**config.mk**
```make
export PLATFORM = sky130hd
export DESIGN_NAME = io_ctrl
export DESIGN_NICKNAME = d
export VERILOG_FILES = /design/src/rtl/io_ctrl.sv
export SDC_FILE = /design/constraint.sdc
export NUM_CORES = 1
export LEC_CHECK = 0
export ABC_AREA = 1
export CORE_UTILIZATION = 53
export DETAILED_ROUTE_END_ITERATION = 8
export PLACE_DENSITY = 0.83
export SLEW_MARGIN = 20
export SYNTH_ARGS = -nofsm -noshare
export SYNTH_HDL_FRONTEND = slang
export SYNTH_SLANG_ARGS = --single-unit
export TNS_END_PERCENT = 30
```
**constraint.sdc**
```tcl
create_clock -name clk -period 3.27 [get_ports clk]
set_clock_uncertainty 0.05 [all_clocks]
set_input_delay 0.327 -clock clk [delete_from_list [all_inputs] [get_ports clk]]
set_output_delay 0.327 -clock clk [all_outputs]
set_load 0.05 [all_outputs]
```
**src/rtl/io_ctrl.sv**
```systemverilog
// io_ctrl: memory-mapped button/switch/seven-segment controller for the MIPS data port
module io_ctrl #(
  parameter int DEBOUNCE_CYCLES = 1_000_000,
  parameter int SCAN_CYCLES = 100_000
) (
  input  logic        clk,
  input  logic        reset,
  input  logic        writeEN,
  input  logic [31:0] dataAdr,
  input  logic [31:0] writeData,
  output logic [31:0] readData,
  output logic        io_sel,
  input  logic        btnL,
  input  logic        btnR,
  input  logic [15:0] switch,
  output logic [7:0]  an,
  output logic [6:0]  a2g
);
  localparam int DW = $clog2(DEBOUNCE_CYCLES + 1);
  localparam int SW = $clog2(SCAN_CYCLES + 1);
  logic [1:0] r_b_s0, r_b_s1, r_deb, r_deb_q, r_rdy;
  logic [DW-1:0] r_cnt [2];
  logic [15:0] r_sw_s0, r_sw_s1, r_swa, r_swb;
  logic [31:0] r_disp;
  logic [SW-1:0] r_pre;
  logic [2:0] r_idx;
  logic [1:0] w_press;
  logic [31:0] w_disp_nxt;
  logic [2:0] w_idx_nxt;
  logic w_wr, w_wrap, w_unused;

  function automatic logic [6:0] hex7(input logic [3:0] h);
    case (h)
      4'h0: hex7 = 7'b0000001;
      4'h1: hex7 = 7'b1001111;
      4'h2: hex7 = 7'b0010010;
      4'h3: hex7 = 7'b0000110;
      4'h4: hex7 = 7'b1001100;
      4'h5: hex7 = 7'b0100100;
      4'h6: hex7 = 7'b0100000;
      4'h7: hex7 = 7'b0001111;
      4'h8: hex7 = 7'b0000000;
      4'h9: hex7 = 7'b0000100;
      4'hA: hex7 = 7'b0001000;
      4'hB: hex7 = 7'b1100000;
      4'hC: hex7 = 7'b0110001;
      4'hD: hex7 = 7'b1000010;
      4'hE: hex7 = 7'b0110000;
      default: hex7 = 7'b0111000;
    endcase
  endfunction

  assign io_sel = dataAdr[31:8] == 24'd0 && dataAdr[7:4] == 4'h8;
  assign w_wr = writeEN & io_sel;
  assign w_unused = &{1'b0, dataAdr[1:0]};
  assign w_press = r_deb & ~r_deb_q;
  assign readData = !io_sel ? 32'd0 :
                    dataAdr[3:2] == 2'd0 ? {30'd0, r_rdy} :
                    dataAdr[3:2] == 2'd1 ? {16'd0, r_swa} :
                    dataAdr[3:2] == 2'd2 ? r_disp : {16'd0, r_swb};
  assign w_wrap = r_pre == SW'(SCAN_CYCLES - 1);
  assign w_idx_nxt = w_wrap ? r_idx + 3'd1 : r_idx;
  // Segments follow the post-edge DISP and idx so a store shows on the lit digit immediately
  assign w_disp_nxt = (w_wr && dataAdr[3:2] == 2'd2) ? writeData : r_disp;

  always_ff @(posedge clk) begin
    if (reset) begin
      r_b_s0 <= '0;
      r_b_s1 <= '0;
      r_deb <= '0;
      r_deb_q <= '0;
      r_rdy <= '0;
      r_cnt[0] <= '0;
      r_cnt[1] <= '0;
      r_sw_s0 <= '0;
      r_sw_s1 <= '0;
      r_swa <= '0;
      r_swb <= '0;
      r_disp <= '0;
      r_pre <= '0;
      r_idx <= '0;
      an <= 8'hFE;
      a2g <= 7'b0000001;
    end else begin
      r_b_s0 <= {btnR, btnL};
      r_b_s1 <= r_b_s0;
      r_sw_s0 <= switch;
      r_sw_s1 <= r_sw_s0;
      for (int i = 0; i < 2; i++)
        if (r_b_s1[i] != r_deb[i]) begin
          if (r_cnt[i] == DW'(DEBOUNCE_CYCLES - 1)) begin
            r_deb[i] <= ~r_deb[i];
            r_cnt[i] <= '0;
          end else
            r_cnt[i] <= r_cnt[i] + DW'(1);
        end else
          r_cnt[i] <= '0;
      r_deb_q <= r_deb;
      // A press on the same edge as a software clear keeps the flag set
      r_rdy <= w_press | (r_rdy & ~({2{w_wr && dataAdr[3:2] == 2'd0}} & writeData[1:0]));
      if (w_press[0]) r_swa <= r_sw_s1;
      if (w_press[1]) r_swb <= r_sw_s1;
      r_disp <= w_disp_nxt;
      r_pre <= w_wrap ? '0 : r_pre + SW'(1);
      r_idx <= w_idx_nxt;
      an <= ~(8'd1 << w_idx_nxt);
      a2g <= hex7(w_disp_nxt[4*w_idx_nxt +: 4]);
    end
  end
endmodule
```
# Word-level counts from Yosys, hierarchy flattened
# Memory sizes are Yosys's and may differ from the RTL's. A register that Yosys moved wholly into a read port is not among the register bits.
# Cells that the tools add are included.
dict set report classes {
  add_sub_neg 4
  n_eq_ne 8
  n_shift 2
  n_mux 36
  bitwise 16
  reduce_logical 8
}
# op count
set ops {}
lappend ops {{two-way mux 32 bit} 5}
lappend ops {{two-way mux 20 bit} 6}
lappend ops {{adder 20 x 1 -> 20 bit (second input constant)} 2}
lappend ops {{equality test 20 bit (second input constant)} 2}
lappend ops {{indexed part select 32 x 6 -> 4 bit} 1}
lappend ops {{zero test 24 bit} 1}
lappend ops {{two-way mux 1 bit} 24}
lappend ops {{adder 17 x 1 -> 17 bit (second input constant)} 1}
lappend ops {{equality test 17 bit (second input constant)} 1}
lappend ops {{NOT 8 bit} 1}
lappend ops {{<< shifter 1 x 3 -> 8 bit (first input constant)} 1}
lappend ops {{bitwise AND 2 bit} 3}
lappend ops {{OR 1 bit} 6}
lappend ops {{equality test 4 bit (second input constant)} 1}
lappend ops {{NOT 2 bit} 2}
lappend ops {{AND reduction 2 bit} 2}
lappend ops {{adder 3 x 1 -> 3 bit (second input constant)} 1}
lappend ops {{logical AND 1 bit} 3}
lappend ops {{two-way mux 3 bit} 1}
lappend ops {{equality test 2 x 1 -> 1 bit (second input constant)} 1}
lappend ops {{equality test 2 bit (second input constant)} 1}
lappend ops {{zero test 2 bit} 1}
lappend ops {{inequality test 1 bit} 2}
lappend ops {{NOT 1 bit} 2}
lappend ops {{other kinds (3)} 3}
dict set report totals {
  register_bits 134
  mem_bits_rw 40
  rom_bits 112
  inputBits 85
  output_inout_bits 48
  mem_count 2
}
# memory words word_bits read_ports rd_clocked_by_memory_dff write_ports line_no
set mem_list {}
lappend mem_list {{(no name shown)} 16 7 1 1 0 33} ;# case (h)
lappend mem_list {r_cnt 2 20 2 0 2 22} ;# logic [DW-1:0] r_cnt [2];

# Logic depth before layout (Yosys ltp)
# An unclocked memory read counts as a cell.
dict set report depth {
  ltp_word 9
  ltp_mapped 22
  mapped_depth_nobuf 21
}

# Worst setup path after synthesis
# No wires, ideal clock.
dict set report synth_path {
  kind {in2out}
  start {in dataAdr[31]}
  end {out readData[10]}
  arrival_ps 2707
  slack_ps 186
  stages 8
  path_buffers 1
  cell_sequence {nor2_1 > nand2_1 > nor2_1 > nand2_1 > nor2_4 > o21ai_0 > clkbuf_1 > a311oi_1}
}
dict set report synth_via {
  elab_chain_len 3
}
# element line_no
set synth_rtl {}
lappend synth_rtl {{from (decl)} 9} ;# input logic [31:0] dataAdr,
lappend synth_rtl {{zero test 24 bit} 53} ;# assign io_sel = dataAdr[31:8] == 24'd0 && dataAdr[7:4] == 4'h8;
lappend synth_rtl {{logical AND 1 bit} 53}
lappend synth_rtl {{via io_sel} 12} ;# output logic io_sel,
lappend synth_rtl {{two-way mux 32 bit} 57} ;# assign readData = !io_sel ? 32'd0 :
lappend synth_rtl {{to (decl)} 11} ;# output logic [31:0] readData,
# The timed path passes the listed nets, and every way through them passes these cells.

# Final worst setup path
dict set report layout_path {
  start {in dataAdr[2]}
  end {out readData[11]}
}
dict set report layout_via {
  elab_chain_len 5
  word_cells_on_any_way 7
  cone_classes {eq/ne: 2; mux: 4; reduce/logical: 1}
}
# element line_no
set layout_rtl {}
lappend layout_rtl {{equality test 2 bit} 60} ;# dataAdr[3:2] == 2'd2 ? r_disp : {16'd0, r_swb};
lappend layout_rtl {{two-way mux 32 bit} 60}
lappend layout_rtl {{two-way mux 32 bit} 59} ;# dataAdr[3:2] == 2'd1 ? {16'd0, r_swa} :
lappend layout_rtl {{two-way mux 32 bit (*)} 58} ;# dataAdr[3:2] == 2'd0 ? {30'd0, r_rdy} :
lappend layout_rtl {{two-way mux 32 bit (*)} 57}
# Mark *: on every way between the ends. The rest lies on a longest branch, timed or not.

==> flow_summary_export.csv <==
group,metric,value,unit
floorplan,die_area,16400,µm²
detailed_routing,vias,7893,
critical_path,crit_start,"dataAdr[2]",
floorplan,dieWidth,128,µm
detailed_routing,wirelength,20900,µm
synthesis,synth_warnings,0,
placed_design,portBuffers,130,
critical_path,crit_path_end,"readData[11]",
critical_path,end_kind,"output pin",
clock_network,max-clock-path-buffers,2,
detailed_routing,ant_nets,0,
detailed_routing,viasPerCell,5.09,
critical_path,rrSetupSlack,290,ps
critical_path,cp_top_family,"buffers and inverters",
synthesis,avgSynthCellArea,7.30,µm²
grt,grt.total_usage,0.268,
sta,max_slew_margin,0.449,
clock_network,htreeDepth,4,
synthesis,synth_compound_gate_area_share,0.0836,
final_layout,insertedDiodeCount,0,
sta,fmaxAchievable,330,MHz
sta,worst_slack,237,ps
synthesis,async_flop_share,0,
critical_path,r2r_end,"a2g[6]$_SDFF_PP0_",
synthesis,yosys.area_share.simple,0.329,
critical_path,max_stage_delay,620,ps
sta,slew_violations,0,
sta,fin_setup_tns,0,ps
synthesis,synth_xor_area_frac,0.0125,
run,cap_violations,0,
grt,grt_overflow,0,
grt,grt_pass1_wl,34500,µm
hold_path,whs_path_depth,2,
floorplan,ios,133,
synthesis,synth_top_family_by_area,"simple AND/OR/NAND/NOR gates",
detailed_routing,avgRoutedWirePerCell,13.5,µm
critical_path,reg2reg_depth,16,
detailed_routing,dr.pass1.iters,6,
placed_design,post-place-ws,115,ps
synthesis,synthFlopType,"dfxtp_1",
floorplan,die_y,128,µm
clock_network,cts_tree,"done",
synthesis,synthesis.area,8400,µm²
final_layout,design_area,10900,µm²
placed_design,hpwl,14700,µm
clock_network,numCtsBuffers,17,
placed_design,place_area,10200,µm²
power_and_ir_drop,ir_drop,0.000400,V
critical_path,path_cells,"clkdlybuf4s50_1, nor2_2, buf_4, inv_1, buf_4, nand2_1, a311oi_1, buf_4",
synthesis,synthTopCellsByArea,"dfxtp_1 (34%), edfxtp_1 (14%), nor2_1 (11%)",
synthesis,yosys.area_share.adder,0.0149,
floorplan,start_util,0.548,
critical_path,path_depth,8,
hold_path,hold_path.class,"input port to flip-flop",
synthesis,ys_seq_area_frac,0.479,
detailed_routing,drc_errors,0,
final_layout,final_core_util,0.710,
critical_path,crit_path_frequent_cell,"buf_4",
clock_network,cts_sinks,181,
final_layout,final_nets,1421,
critical_path,critical_path_buf_inv_count,5,
synthesis,ys_seq_elements,181,
final_layout,layout-drive-gt1-share,0.0874,
status,outcome,"finished, final reports clean",
synthesis,yosysTopAreaCell,"dfxtp_1",
grt,grt_pass1_vias,7434,
power_and_ir_drop,power_leakage,4.69,nW
synthesis,synth_cell_type_count,40,
critical_path,worstSetupStartpointType,"input port",
power_and_ir_drop,power_density,429,nW/µm²
grt,antenna_found_initial,0,
critical_path,crit_type,"input port to output pin",
detailed_routing,drt_iter0_drc,649,
synthesis,synth_enable_flop_cells,40,
critical_path,critPathRequiredTime,2890,ps
clock_network,clkTransAtPathRegs,70,ps
floorplan,rows,45,
final_layout,final_common_cell,"nor2_1",
final_layout,mostFrequentLayoutCells,"nor2_1 (249), nand2_1 (244), dfxtp_1 (141), inv_1 (136), clkdlybuf4s50_1 (97)",
critical_path,critPathMaxFanout,16,
clock_network,cts_resized,0,
critical_path,reg2reg_from,"r_pre[0]$_SDFF_PP0_",
synthesis,synthCells,1150,
sta,setup_viol,0,
synthesis,synthMuxAreaShare,0,
critical_path,arrival,2660,ps
sta,finalCriticalPeriod,3030,ps
floorplan,coreArea,15300,µm²
grt,grt_max_degree,78,
sta,hold_viol_final,0,
clock_network,clkLatencyLatePin,440,ps
sta,post-route-period-util,0.928,
final_layout,synthToLayoutAreaGrowth,29.4,%
placed_design,gp_congestion,0.912,
synthesis,yosysTopAreaCellShare,0.336,
sta,grt_setup_unrepaired,"false",
clock_network,clock-root-buffer,"clkbuf_16",
sta,worstMarginPinSlew,827,ps
power_and_ir_drop,finalPower,4.66,mW
critical_path,crit_slowest_cell,"clkdlybuf4s50_1",
## report_power, final
part | internal [mW] | switching, mW | leakage (nW)
clock | 1.14 | 0.910 | 0.297
combinational | 0.128 | 0.128 | 2.84
sequential | 2.33 | 0.0291 | 1.56
total | 3.59 | 1.07 | 4.69
## layout make-up
type | count | area [µm²]
flip-flops and latches | 181 | 4020
well taps | 211 | 264
clock inverters | 13 | 130
fillers | 1243 | 4450
multi-input cells | 829 | 3840
clock buffers | 19 | 464
inverters | 144 | 541
repair buffers | 153 | 1600
## worst reg2reg max path, cell delays in order, from the launching register on
cell and delay (ps):
dfxtp_1 360, ha_1 190, nand3_1 190, inv_1 180, nand4_1 120, nand2_2 160, inv_2 90, nor2_4 310
nand3_1 130, nand3_1 140, nor2_1 90, nor2_1 280, ha_1 250, inv_1 70, nand3_1 100, nand3_1 80
a21oi_1 130
## routing by layer
layer | part of all wire | global-route usage | vias up | wire length, µm
li1 | - | - | 3992 | -
met1 | 0.43 | 0.334 | 3551 | 8890
met2 | 0.48 | 0.455 | 297 | 10100
met3 | 0.062 | 0.0559 | 53 | 1300
met4 | 0.028 | 0.107 | 0 | 596
met5 | 0 | 0 | - | 0
## cell families (layout without fill, tap and decap cells)
family,after synthesis,count (layout)
other,1,40
DFF,181,181
adders and majority gates,10,10
and+or+nand+nor,641,641
AOI/OAI and AO/OA,126,126
buffers and inverters,179,329
xor gates and xnor gates,12,12
## cells in the mapped netlist, types with 2 or more instances
master and n:
a21oi_1 56, a311oi_1 14, a31oi_1 3, and3_1 2, buf_1 3, buf_2 4
clkbuf_1 28, clkinv_1 3, dfxtp_1 141, edfxtp_1 40, ha_1 10, inv_1 136
inv_2 5, nand2_1 244, nand2_2 6, nand3_1 43, nand3b_1 2, nand4_1 24
nor2_1 249, nor2_2 3, nor2_4 6, nor3_1 36, nor3b_1 10, nor4_1 4
o21a_1 5, o21ai_0 45, o21ai_1 2, or2_2 4, xnor2_1 3, xor2_1 9
## sequential cells by signal (all words and copies together) (netlist names), 3 cells and up
signal,cells
r_swa,16
r_pre,17
r_cnt,40
r_sw_s0,16
r_sw_s1,16
an,8
a2g,7
r_swb,16
r_disp,32
r_idx,3
## what timing repair did
item,CTS,global route
hold buffers,0,0
endpoints found under the setup margin,0,2
buffers inserted,0,5
## worst min path at each step
stage | start | end | slack, ps
2_1_floorplan | r_b_s0[0]$_SDFF_PP0_ | r_b_s1[0]$_SDFF_PP0_ | 340
3_3_place_gp | r_sw_s0[13]$_SDFF_PP0_ | r_sw_s1[13]$_SDFF_PP0_ | 340
3_5_place_dp | r_sw_s0[2]$_SDFF_PP0_ | r_sw_s1[2]$_SDFF_PP0_ | 350
4_1_cts | reset | r_b_s0[1]$_SDFF_PP0_ | 80
5_1_grt | reset | r_b_s0[1]$_SDFF_PP0_ | 90
6_report | reset | r_b_s0[1]$_SDFF_PP0_ | 100
## metrics by stage
step	std cells	hold WS (ps)
floorplan	1189	338
CTS	1545	81.3
global route	1550	92.4
detailed placement	1513	347
global placement	1513	339
finish	1550	95.6
(Power assumes the default switching activity.)
